$ cat src/rtl/cache_pkg.sv
// Shared definitions for the data-cache miss controller.
//   - FSM state encoding
//   - default geometry: TAG_W, IDX_W, WORDS, MEM_LAT
//   - byte-address field positions
package cache_pkg;

  localparam int unsigned ADDR_W   = 16;
  localparam int unsigned DATA_W   = 16;
  localparam int unsigned TAG_W    = 5;   // Addr[15:11]
  localparam int unsigned IDX_W    = 8;   // Addr[10:3]
  localparam int unsigned WORDS    = 4;   // words per line
  localparam int unsigned MEM_LAT  = 2;   // accepted read -> mem_data_out

  // Bit positions of the byte-address fields
  localparam int unsigned WSEL_LSB = 1;   // word select Addr[2:1]
  localparam int unsigned IDX_LSB  = 3;
  localparam int unsigned TAG_LSB  = 11;

  typedef enum logic [2:0] {
    ST_IDLE,
    ST_COMPARE,
    ST_WB,
    ST_FILL,
    ST_REPLAY
  } state_t;

endpackage

$ cat src/rtl/cache_return_pipe.sv
// Return-tracking pipe for line-fill reads.
// Each accepted memory read enters as {valid, word}; the entry emerges DEPTH
// cycles later, aligned with the corresponding mem_data_out beat.
// Ports:
//   clk, rst        clock, async active-high reset
//   i_clr           synchronous flush of all stages
//   i_push, i_word  accepted read and its word number
//   o_valid, o_word return beat present this cycle and its word number
module cache_return_pipe #(
  parameter int unsigned DEPTH = cache_pkg::MEM_LAT
) (
  input  logic       clk,
  input  logic       rst,
  input  logic       i_clr,
  input  logic       i_push,
  input  logic [1:0] i_word,
  output logic       o_valid,
  output logic [1:0] o_word
);

  logic [2:0] r_stage [DEPTH];

  always_ff @(posedge clk or posedge rst) begin
    if (rst) begin
      for (int unsigned i = 0; i < DEPTH; i++) r_stage[i] <= '0;
    end else if (i_clr) begin
      for (int unsigned i = 0; i < DEPTH; i++) r_stage[i] <= '0;
    end else begin
      r_stage[0] <= {i_push, i_word};
      for (int unsigned i = 1; i < DEPTH; i++) r_stage[i] <= r_stage[i-1];
    end
  end

  assign o_valid = r_stage[DEPTH-1][2];
  assign o_word  = r_stage[DEPTH-1][1:0];

endmodule

$ cat src/rtl/cache_ctrl_fsm.sv
// Miss-handling controller for the 2-way set-associative data cache.
// Drives every cache access, writes back dirty victims, fills the line from
// memory (4 words, MEM_LAT read latency) and replays the original access.
// Ports:
//   clk, rst                       clock, async active-high reset
//   Rd, Wr, Addr, DataIn           CPU request (sampled in IDLE only)
//   hit, dirty, victim_way,
//   replace_tag, replace_data_out  status/data from replacement logic
//   cache_*                        cache access controls
//   way_wr_en1/2                   way enables for non-compare writes
//   flip                           advance victim pointer (1/access)
//   mem_*                          memory bus
//   DataOut, Done, CacheHit,
//   Stall, err                     CPU response
module cache_ctrl_fsm #(
  parameter int unsigned TAG_W   = cache_pkg::TAG_W,
  parameter int unsigned IDX_W   = cache_pkg::IDX_W,
  parameter int unsigned MEM_LAT = cache_pkg::MEM_LAT
) (
  input  logic              clk,
  input  logic              rst,
  input  logic              Rd,
  input  logic              Wr,
  input  logic [15:0]       Addr,
  input  logic [15:0]       DataIn,
  input  logic              hit,
  input  logic              dirty,
  input  logic              victim_way,
  input  logic [TAG_W-1:0]  replace_tag,
  input  logic [15:0]       replace_data_out,
  output logic              cache_en,
  output logic              cache_comp,
  output logic              cache_write,
  output logic              cache_valid_in,
  output logic [TAG_W-1:0]  cache_tag,
  output logic [IDX_W-1:0]  cache_index,
  output logic [2:0]        cache_offset,
  output logic [15:0]       cache_data_in,
  output logic              way_wr_en1,
  output logic              way_wr_en2,
  output logic              flip,
  output logic              mem_rd,
  output logic              mem_wr,
  output logic [15:0]       mem_addr,
  output logic [15:0]       mem_data_in,
  input  logic              mem_stall,
  input  logic [15:0]       mem_data_out,
  output logic [15:0]       DataOut,
  output logic              Done,
  output logic              CacheHit,
  output logic              Stall,
  output logic              err
);
  import cache_pkg::*;

  state_t             r_state, w_next;
  logic [15:1]        r_addr;      // Addr[0] is always 0 once accepted
  logic [15:0]        r_data;
  logic               r_is_wr;
  logic [TAG_W-1:0]   r_vtag;
  logic               r_vway;
  logic [1:0]         r_wb_cnt;
  logic [2:0]         r_iss;
  logic [2:0]         r_ret;
  logic               r_err;

  logic               w_req_ok, w_req_bad;
  logic [TAG_W-1:0]   w_tag;
  logic [IDX_W-1:0]   w_idx;
  logic [1:0]         w_wsel;
  logic               w_issue, w_iss_acc;
  logic               w_ret_vld;
  logic [1:0]         w_ret_word;
  logic               w_last_ret;

  assign w_req_ok  = (Rd ^ Wr) & ~Addr[0];
  assign w_req_bad = (Rd | Wr) & ~w_req_ok;

  assign w_tag  = r_addr[IDX_LSB + IDX_W +: TAG_W];
  assign w_idx  = r_addr[IDX_LSB +: IDX_W];
  assign w_wsel = r_addr[WSEL_LSB +: 2];

  assign w_issue    = (r_state == ST_FILL) && (r_iss < 3'(WORDS));
  assign w_iss_acc  = w_issue & ~mem_stall;
  assign w_last_ret = w_ret_vld && (r_ret == 3'(WORDS - 1));

  // Pipe is flushed whenever FILL is not active, so a reset or abort never
  // lets stale returns reach the cache.
  cache_return_pipe #(.DEPTH(MEM_LAT)) u_ret_pipe (
    .clk     (clk),
    .rst     (rst),
    .i_clr   (r_state != ST_FILL),
    .i_push  (w_iss_acc),
    .i_word  (r_iss[1:0]),
    .o_valid (w_ret_vld),
    .o_word  (w_ret_word)
  );

  // State register
  always_ff @(posedge clk or posedge rst) begin
    if (rst) r_state <= ST_IDLE;
    else     r_state <= w_next;
  end

  // Request latches, victim capture, counters and err pulse
  always_ff @(posedge clk or posedge rst) begin
    if (rst) begin
      r_addr   <= '0;
      r_data   <= '0;
      r_is_wr  <= 1'b0;
      r_vtag   <= '0;
      r_vway   <= 1'b0;
      r_wb_cnt <= '0;
      r_iss    <= '0;
      r_ret    <= '0;
      r_err    <= 1'b0;
    end else begin
      r_err <= ((r_state == ST_IDLE) && w_req_bad) ||
               ((r_state == ST_REPLAY) && !hit);
      case (r_state)
        ST_IDLE: begin
          r_wb_cnt <= '0;
          r_iss    <= '0;
          r_ret    <= '0;
          if (w_req_ok) begin
            r_addr  <= Addr[15:1];
            r_data  <= DataIn;
            r_is_wr <= Wr;
          end
        end
        ST_COMPARE: begin
          if (!hit) begin
            r_vtag <= replace_tag;
            r_vway <= victim_way;
          end
        end
        ST_WB: begin
          if (!mem_stall) r_wb_cnt <= r_wb_cnt + 2'd1;
        end
        ST_FILL: begin
          if (w_iss_acc) r_iss <= r_iss + 3'd1;
          if (w_ret_vld) r_ret <= r_ret + 3'd1;
        end
        default: ;
      endcase
    end
  end

  // Next-state logic
  always_comb begin
    w_next = r_state;
    case (r_state)
      ST_IDLE:    if (w_req_ok) w_next = ST_COMPARE;
      ST_COMPARE: w_next = hit ? ST_IDLE : (dirty ? ST_WB : ST_FILL);
      ST_WB:      if (!mem_stall && (r_wb_cnt == 2'd3)) w_next = ST_FILL;
      ST_FILL:    if (w_last_ret) w_next = ST_REPLAY;
      ST_REPLAY:  w_next = ST_IDLE;
      default:    w_next = ST_IDLE;
    endcase
  end

  // Output logic
  always_comb begin
    cache_en       = 1'b0;
    cache_comp     = 1'b0;
    cache_write    = 1'b0;
    cache_valid_in = 1'b0;
    cache_tag      = '0;
    cache_index    = '0;
    cache_offset   = '0;
    cache_data_in  = '0;
    way_wr_en1     = 1'b0;
    way_wr_en2     = 1'b0;
    flip           = 1'b0;
    mem_rd         = 1'b0;
    mem_wr         = 1'b0;
    mem_addr       = '0;
    mem_data_in    = '0;
    DataOut        = '0;
    Done           = 1'b0;
    CacheHit       = 1'b0;
    Stall          = (r_state != ST_IDLE);
    err            = r_err;
    case (r_state)
      ST_COMPARE, ST_REPLAY: begin
        cache_en      = 1'b1;
        cache_comp    = 1'b1;
        cache_write   = r_is_wr;
        cache_tag     = w_tag;
        cache_index   = w_idx;
        cache_offset  = {w_wsel, 1'b0};
        cache_data_in = r_data;
        if (hit) begin
          Done     = 1'b1;
          flip     = 1'b1;
          CacheHit = (r_state == ST_COMPARE);
          if (!r_is_wr) DataOut = replace_data_out;
        end
      end
      ST_WB: begin
        cache_en     = 1'b1;
        cache_tag    = r_vtag;
        cache_index  = w_idx;
        cache_offset = {r_wb_cnt, 1'b0};
        mem_wr       = 1'b1;
        mem_addr     = 16'({r_vtag, w_idx, r_wb_cnt, 1'b0});
        mem_data_in  = replace_data_out;
      end
      ST_FILL: begin
        if (w_issue) begin
          mem_rd   = 1'b1;
          mem_addr = 16'({w_tag, w_idx, r_iss[1:0], 1'b0});
        end
        // Way enable uses the latched victim: valid bits move mid-fill.
        if (w_ret_vld) begin
          cache_en       = 1'b1;
          cache_write    = 1'b1;
          cache_valid_in = 1'b1;
          cache_tag      = w_tag;
          cache_index    = w_idx;
          cache_offset   = {w_ret_word, 1'b0};
          cache_data_in  = mem_data_out;
          way_wr_en1     = ~r_vway;
          way_wr_en2     = r_vway;
        end
      end
      default: ;
    endcase
  end

endmodule

$ cat config.mk
export PLATFORM = sky130hd
export DESIGN_NAME = cache_ctrl_fsm
export DESIGN_NICKNAME = d
export VERILOG_FILES = /design/src/rtl/cache_pkg.sv /design/src/rtl/cache_return_pipe.sv /design/src/rtl/cache_ctrl_fsm.sv
export SDC_FILE = /design/constraint.sdc
export NUM_CORES = 1
export LEC_CHECK = 0
export CORE_MARGIN = 1
export CORE_UTILIZATION = 40
export DETAILED_ROUTE_END_ITERATION = 10
export GPL_TIMING_DRIVEN = 0
export HOLD_SLACK_MARGIN = 0.08
export PLACE_DENSITY = 0.9
export SYNTH_ARGS = -nofsm -noshare
export SYNTH_HDL_FRONTEND = slang
export SYNTH_SLANG_ARGS = --single-unit
$ cat constraint.sdc
create_clock -name clk -period 2.5 [get_ports clk]
set_input_delay 0.5 -clock clk [delete_from_list [all_inputs] [get_ports clk]]
set_output_delay 0.5 -clock clk [all_outputs]
set_load 0.01 [all_outputs]
Yosys cells after proc, flatten, opt, wreduce, memory -nomap -nowiden

Cells that the tools add are included.

Output and inout bits: 93
Flip-flop bits (word level): 56
Memories: 0
Input bits: 77
Bits in writable memories: 0
Logic and storage cells: 102
Latch bits: 0
Memory bits (read-only): 0

Eq/ne operators: 13
Bitwise gates (word level): 10
$mul: 0
Add/subtract/negate cells: 3
Shift-type cells: 0
Divide/modulo/power cells: 0
Magnitude comparators: 1
Multiplexer cells: 43
Reductions and logical operators: 20

Operators by type and width:

| operator                                                                 | count |
|---|---|
| 16-bit 2-to-1 mux                                                        | 6 |
| 16-bit one-hot mux with 2 select lines                                   | 2 |
| 3-bit 2-to-1 mux                                                         | 6 |
| 8-bit one-hot mux with 2 select lines                                    | 1 |
| 1-bit 2-to-1 mux                                                         | 15 |
| 5-bit one-hot mux with 3 select lines                                    | 1 |
| 3-bit one-hot mux with 2 select lines                                    | 2 |
| 3-bit one-hot mux with 4 select lines                                    | 1 |
| 2-bit AND reduction                                                      | 5 |
| 3-bit by 2-bit equality test with 1-bit output (second input constant)   | 3 |
| 3-bit one-hot mux with 3 select lines                                    | 1 |
| 8-bit 2-to-1 mux                                                         | 1 |
| 2-bit inequality test (second input constant)                            | 4 |
| 3-bit by 1-bit adder with 3-bit output (second input constant)           | 2 |
| 6-bit 2-to-1 mux                                                         | 1 |
| 1-bit logical AND                                                        | 5 |
| 5-bit 2-to-1 mux                                                         | 1 |
| 1-bit NOT                                                                | 5 |
| 2-bit 2-to-1 mux                                                         | 2 |
| 2-bit by 1-bit inequality test with 1-bit output (second input constant) | 2 |
| 1-bit one-hot mux with 2 select lines                                    | 2 |
| 2-bit one-hot mux with 2 select lines                                    | 1 |
| 2-bit nonzero test                                                       | 2 |
| 1-bit AND                                                                | 3 |
| other kinds (15)                                                         | 16 |

Logic depth before layout (Yosys ltp)

Word-level depth: 6
Mapped depth: 7
Mapped depth without buffers: 5

Cells and area by module

A second synthesis with hierarchy kept.

Cell total of the unflattened synthesis: 281
Area, all modules: 3266.9 sq um

Modules (own cells, without submodules):

| module            | sequential area each (sq um) | instances | cells each | area an instance (sq um) |
|---|---|---|---|---|
| cache_ctrl_fsm    | 1251.2                       | 1         | 266        | 3060.4 |
| cache_return_pipe | 150.1                        | 1         | 15         | 206.4 |

Least setup slack after synthesis

OpenSTA, ideal clock, no wires.

Path type: flip-flop to output port
Start: register r_state[1]
End: output flip
Required time: 2.000 ns
Setup slack: 0.491 ns
Cell stages (with the launch flop): 7
Path buffers: 4
Arrival: 1.509 ns
Cells stage by stage: dfrtp_1 -> buf_2 -> clkbuf_1 -> nor2_1 -> clkbuf_1 -> and2_1 -> buf_4

Cells in the longest elaborated chain, start to end: 3
Elaborated cells on any way between the ends: 4
Those cells by class: 2 x eq/ne; 1 x mux; 1 x reduce/logical

RTL lines:

| element                                                                               | line                  | source |
|---|---|---|
| from (decl)                                                                           | cache_ctrl_fsm.sv:56  | `state_t r_state, w_next;` |
| from (signal assigned)                                                                | cache_ctrl_fsm.sv:102 | `else r_state <= w_next;` |
| 3-bit equality test or 3-bit by 1-bit equality test with 1-bit output (tied branches) | n/a                   |  |
| 2-bit OR reduction *                                                                  | n/a                   |  |
| 1-bit 2-to-1 mux *                                                                    | n/a                   |  |
| to (decl)                                                                             | cache_ctrl_fsm.sv:41  | `output logic flip,` |

Every way passes the cells marked *; elsewhere a longest branch is shown, timed or not.

Final worst setup path

Start: register r_state[0]
End: output mem_data_in[15]

Cells in the longest elaborated chain, start to end: 2

RTL lines:

| element                                        | line                  | source |
|---|---|---|
| 3-bit by 2-bit equality test with 1-bit output | cache_ctrl_fsm.sv:184 | `case (r_state)` |
| 16-bit 2-to-1 mux                              | cache_ctrl_fsm.sv:184 |  |
| to (decl)                                      | cache_ctrl_fsm.sv:45  | `output logic [15:0] mem_data_in,` |

No other way between the ends.

==> run metrics <==
Fmax=400.8 MHz; Avg WL per Cell=17.42 µm; IO buf count=167; final setup vio count=0; status=completed; Crit Path Max Fanout=10; Synth Register Bits=56; critical path data required time=2.00 ns; sum of negative setup slack=0 ns; DIE AREA=between 8000 and 9000 µm²; Async S/R FF share, synth=100.0%; DRT Wirelength=9964 µm; H-Tree Depth=2; synthesized area=3151 µm²; vias=2,923; Post-Syn Instances=275; post-route insts no fill=between 500 and 600; CTS tree=yes; Avg Cell Area, Syn=between 10 and 15 µm²; Worst-Skew Late Latency=0.31 ns; Root Buffer=clkbuf_8; Seq/Total Area, Yosys=between 40 and 50%; Core Footprint=7447 µm²; Total Nets Final=between 500 and 600; GR Layer Usage met3=approximately 4.9%; grt peak-use layer=met2; combinational share of power=62.0%; chip height=90.75 µm; Fill cells=507; cell chain of the critical path=nor3b_4 > buf_8 > and2_1 > clkdlybuf4s50_1; CP Class=flip-flop to primary output; post-route clock skew=0.01595 ns; Hold Path Class=flip-flop to flip-flop; CTS Buf Count=5; Detail Route Antenna Nets=0; RSZ-0062 raised after global routing=true; Internal=~3500 µW; CP peak stage delay=0.55 ns; n_diodes=0; Data arrival, critical path=~2.0 ns; EDFF count, synth=0; maxcap violations=0; DRC=0; worst slew pin tran=around 0.95 ns; grt total ovfl=0; vias per std cell=5.110; Ports=between 150 and 200; final setup margin=0.004682 ns; biggest area consumer among synthesized cells=dfrtp_1; Sw Ratio=37.30%; Finished Core Util=slightly above 70%; initial antenna violation count=0; first-pass GRT wire length=roughly 15,000 µm; largest cells by area after synthesis=dfrtp_1, mux2_4, and2_1; Slew Limit Fails=0; crit share post-route=between 90% and 100%; main flop type after synthesis=dfrtp_1; Clk pin slew, worst setup/hold paths=about 0.12 ns; startpoint types=flip-flop; DRT iter0 DRCs=around 110; dpl ws=-0.6672 ns; maximum vdd drop=0.6017 mV; CP max stage cell=clkdlybuf4s50_1; fraction of layout cells with a size suffix above 1=27.06%; Total GRT Usage=23.46%; Final Wtd Congestion=about 0.83; Buf/Inv on CP=2; Cells after DPL=approximately 540; DR pass1 iterations=4; Max transition margin=roughly 36%; grt met1 use=29.31%; Worst setup EP type=primary output; Crit path max-delay family=buffers and inverters; clk sinks=56; Unique masters post-synth=39; post-synth top area share=44.48%; Reg power frac=around 29%; Final Hold Viols=0; slack of the worst reg-to-reg path=0.38 ns; CTS Buffer Depth=2; synth-to-layout area growth=70.85%; DP Wirelength=roughly 7000 µm; clock network fraction of total power=9.3%; switching power=about 2100 µW; Multi-input gate area=1722 µm²; GR Layer Usage met2=between 40 and 50%; vias in the first global route=roughly 2,900; Tmin final=2.495 ns; FP Rows=31; die width=a little over 90 µm; static leakage=0.002877 µW; largest net degree at the start of global routing=41; Yosys warning count=0; Starting Density=42.31%; Power Density=1041 nW/µm²; Seq. cell area=1403 µm²
[state kept, by name (all words and copies together) (netlist names)]
signal and cells:
err 1, r_is_wr 1, u_ret_pipe.o_word 2, r_ret 3, r_vway 1, r_wb_cnt 2
u_ret_pipe.r_stage 3, r_iss 3, r_state 3, r_vtag 5, r_data 16, u_ret_pipe.o_valid 1
r_addr 15
[power groups by stage]
| stage | sequential, µW | combinational [µW] | clock [µW] |
|---|---|---|---|
| 2_1_floorplan | 1490 | 1730 | 0 |
| 3_3_place_gp | 1540 | 3120 | 0 |
| 3_5_place_dp | 1570 | 3200 | 0 |
| 4_1_cts | 1600 | 3350 | 527 |
| 5_1_grt | 1660 | 3700 | 562 |
| 6_report | 1610 | 3480 | 519 |
[layout make-up]
cell class                      count  share of cell area (%)
Inverter                            7                  0.5346
Multi-Input combinational cell    192                   31.99
Sequential cell                    56                   26.06
Tap cell                           99                   2.301
Clock buffer                        5                   1.278
Clock inverter                      3                  0.4184
Buffer                             20                   4.370
Timing Repair Buffer              190                   33.05
[what timing repair did]
action,CTS,global route
buffers inserted,13,9
pin swaps,6,3
setup endpoints to repair,89,43
endpoints found under the hold margin,0,0
cloned,1,0
gates resized for setup,141,47
hold buffers,0,0
[through the flow]
step,cell area [µm²],total power [µW],hold WS [ns]
after detailed placement,4970,4770,0.4396
final,5383,5603,0.4518
after global routing,5383,5912,0.4774
after CTS,5313,5479,0.4637
after floorplan,3154,3217,0.4277
after global placement,4950,4658,0.4334
[layout by cell type (no fill, tap or decap), types with 2 or more instances in the layout]
| cell | netlist | layout |
|---|---|---|
| clkdlybuf4s50_1 | 0 | 84 |
| and2_1 | 57 | 55 |
| dfrtp_1 | 56 | 55 |
| dlygate4sd2_1 | 0 | 50 |
| mux2_4 | 29 | 29 |
| a22o_1 | 27 | 26 |
| buf_4 | 3 | 23 |
| dlymetal6s2s_1 | 0 | 13 |
| clkbuf_2 | 0 | 13 |
| clkbuf_8 | 0 | 12 |
| buf_6 | 5 | 11 |
| nand2_1 | 11 | 10 |
| mux2_2 | 8 | 8 |
| o21ai_0 | 7 | 6 |
| inv_1 | 7 | 5 |
| mux2i_1 | 5 | 5 |
| ha_1 | 5 | 5 |
| nand2b_1 | 4 | 4 |
| clkdlybuf4s15_2 | 0 | 4 |
| nor2_1 | 6 | 3 |
| nor2_4 | 0 | 2 |
| nor2b_1 | 2 | 2 |
| o211a_4 | 0 | 2 |
| and2_4 | 0 | 2 |
| a221o_1 | 2 | 2 |
| a21o_1 | 2 | 2 |
| nor3_1 | 2 | 2 |
| a21oi_1 | 3 | 2 |
| and3_1 | 2 | 2 |
| conb_1 | 1 | 2 |
| buf_12 | 0 | 2 |
[cells in the mapped netlist (5+ instances only)]
master / count
nor2_1: 6
mux2_4: 29
and2_1: 57
o21ai_0: 7
ha_1: 5
buf_6: 5
a22o_1: 27
dfrtp_1: 56
nand2_1: 11
mux2i_1: 5
mux2_2: 8
clkbuf_1: 10
inv_1: 7
[worst reg2reg max path: stages, from the launching register on]
cell,delay (ns)
dfrtp_1,0.40
buf_6,0.15
or3_4,0.44
buf_4,0.18
or2_1,0.22
buf_6,0.15
buf_6,0.16
mux2_4,0.31
[final timing paths]
kind	cells after the start	to	startpoint
setup reg to reg	7	r_addr[3]	r_state[2]
hold / removal	1	u_ret_pipe.o_word[0]	u_ret_pipe.r_stage[3]
setup / recovery	4	mem_data_in[15]	r_state[0]
max in group asynchronous	3	r_state[0]	rst
min in group asynchronous	2	r_addr[10]	rst
hold reg to reg	1	u_ret_pipe.o_word[0]	u_ret_pipe.r_stage[3]
[metal layers]
layer / up-vias / routed length [µm]
met3: 19 / 742
met4: 0 / 167
met5: - / 0
met2: 132 / 5009
met1: 1422 / 4045
li1: 1350 / -
[cell families after synthesis]
family	count (synthesis)	synth area share, %
and+or+nand+nor	95	18.23
AOI/OAI and AO/OA	46	11.48
buffers and inverters	29	5.163
muxes	42	18.27
DFF	56	44.48
other	1	0.1190
xor gates and xnor gates	1	0.2780
adders and majority gates	5	1.986
(Power assumes the default switching activity.)
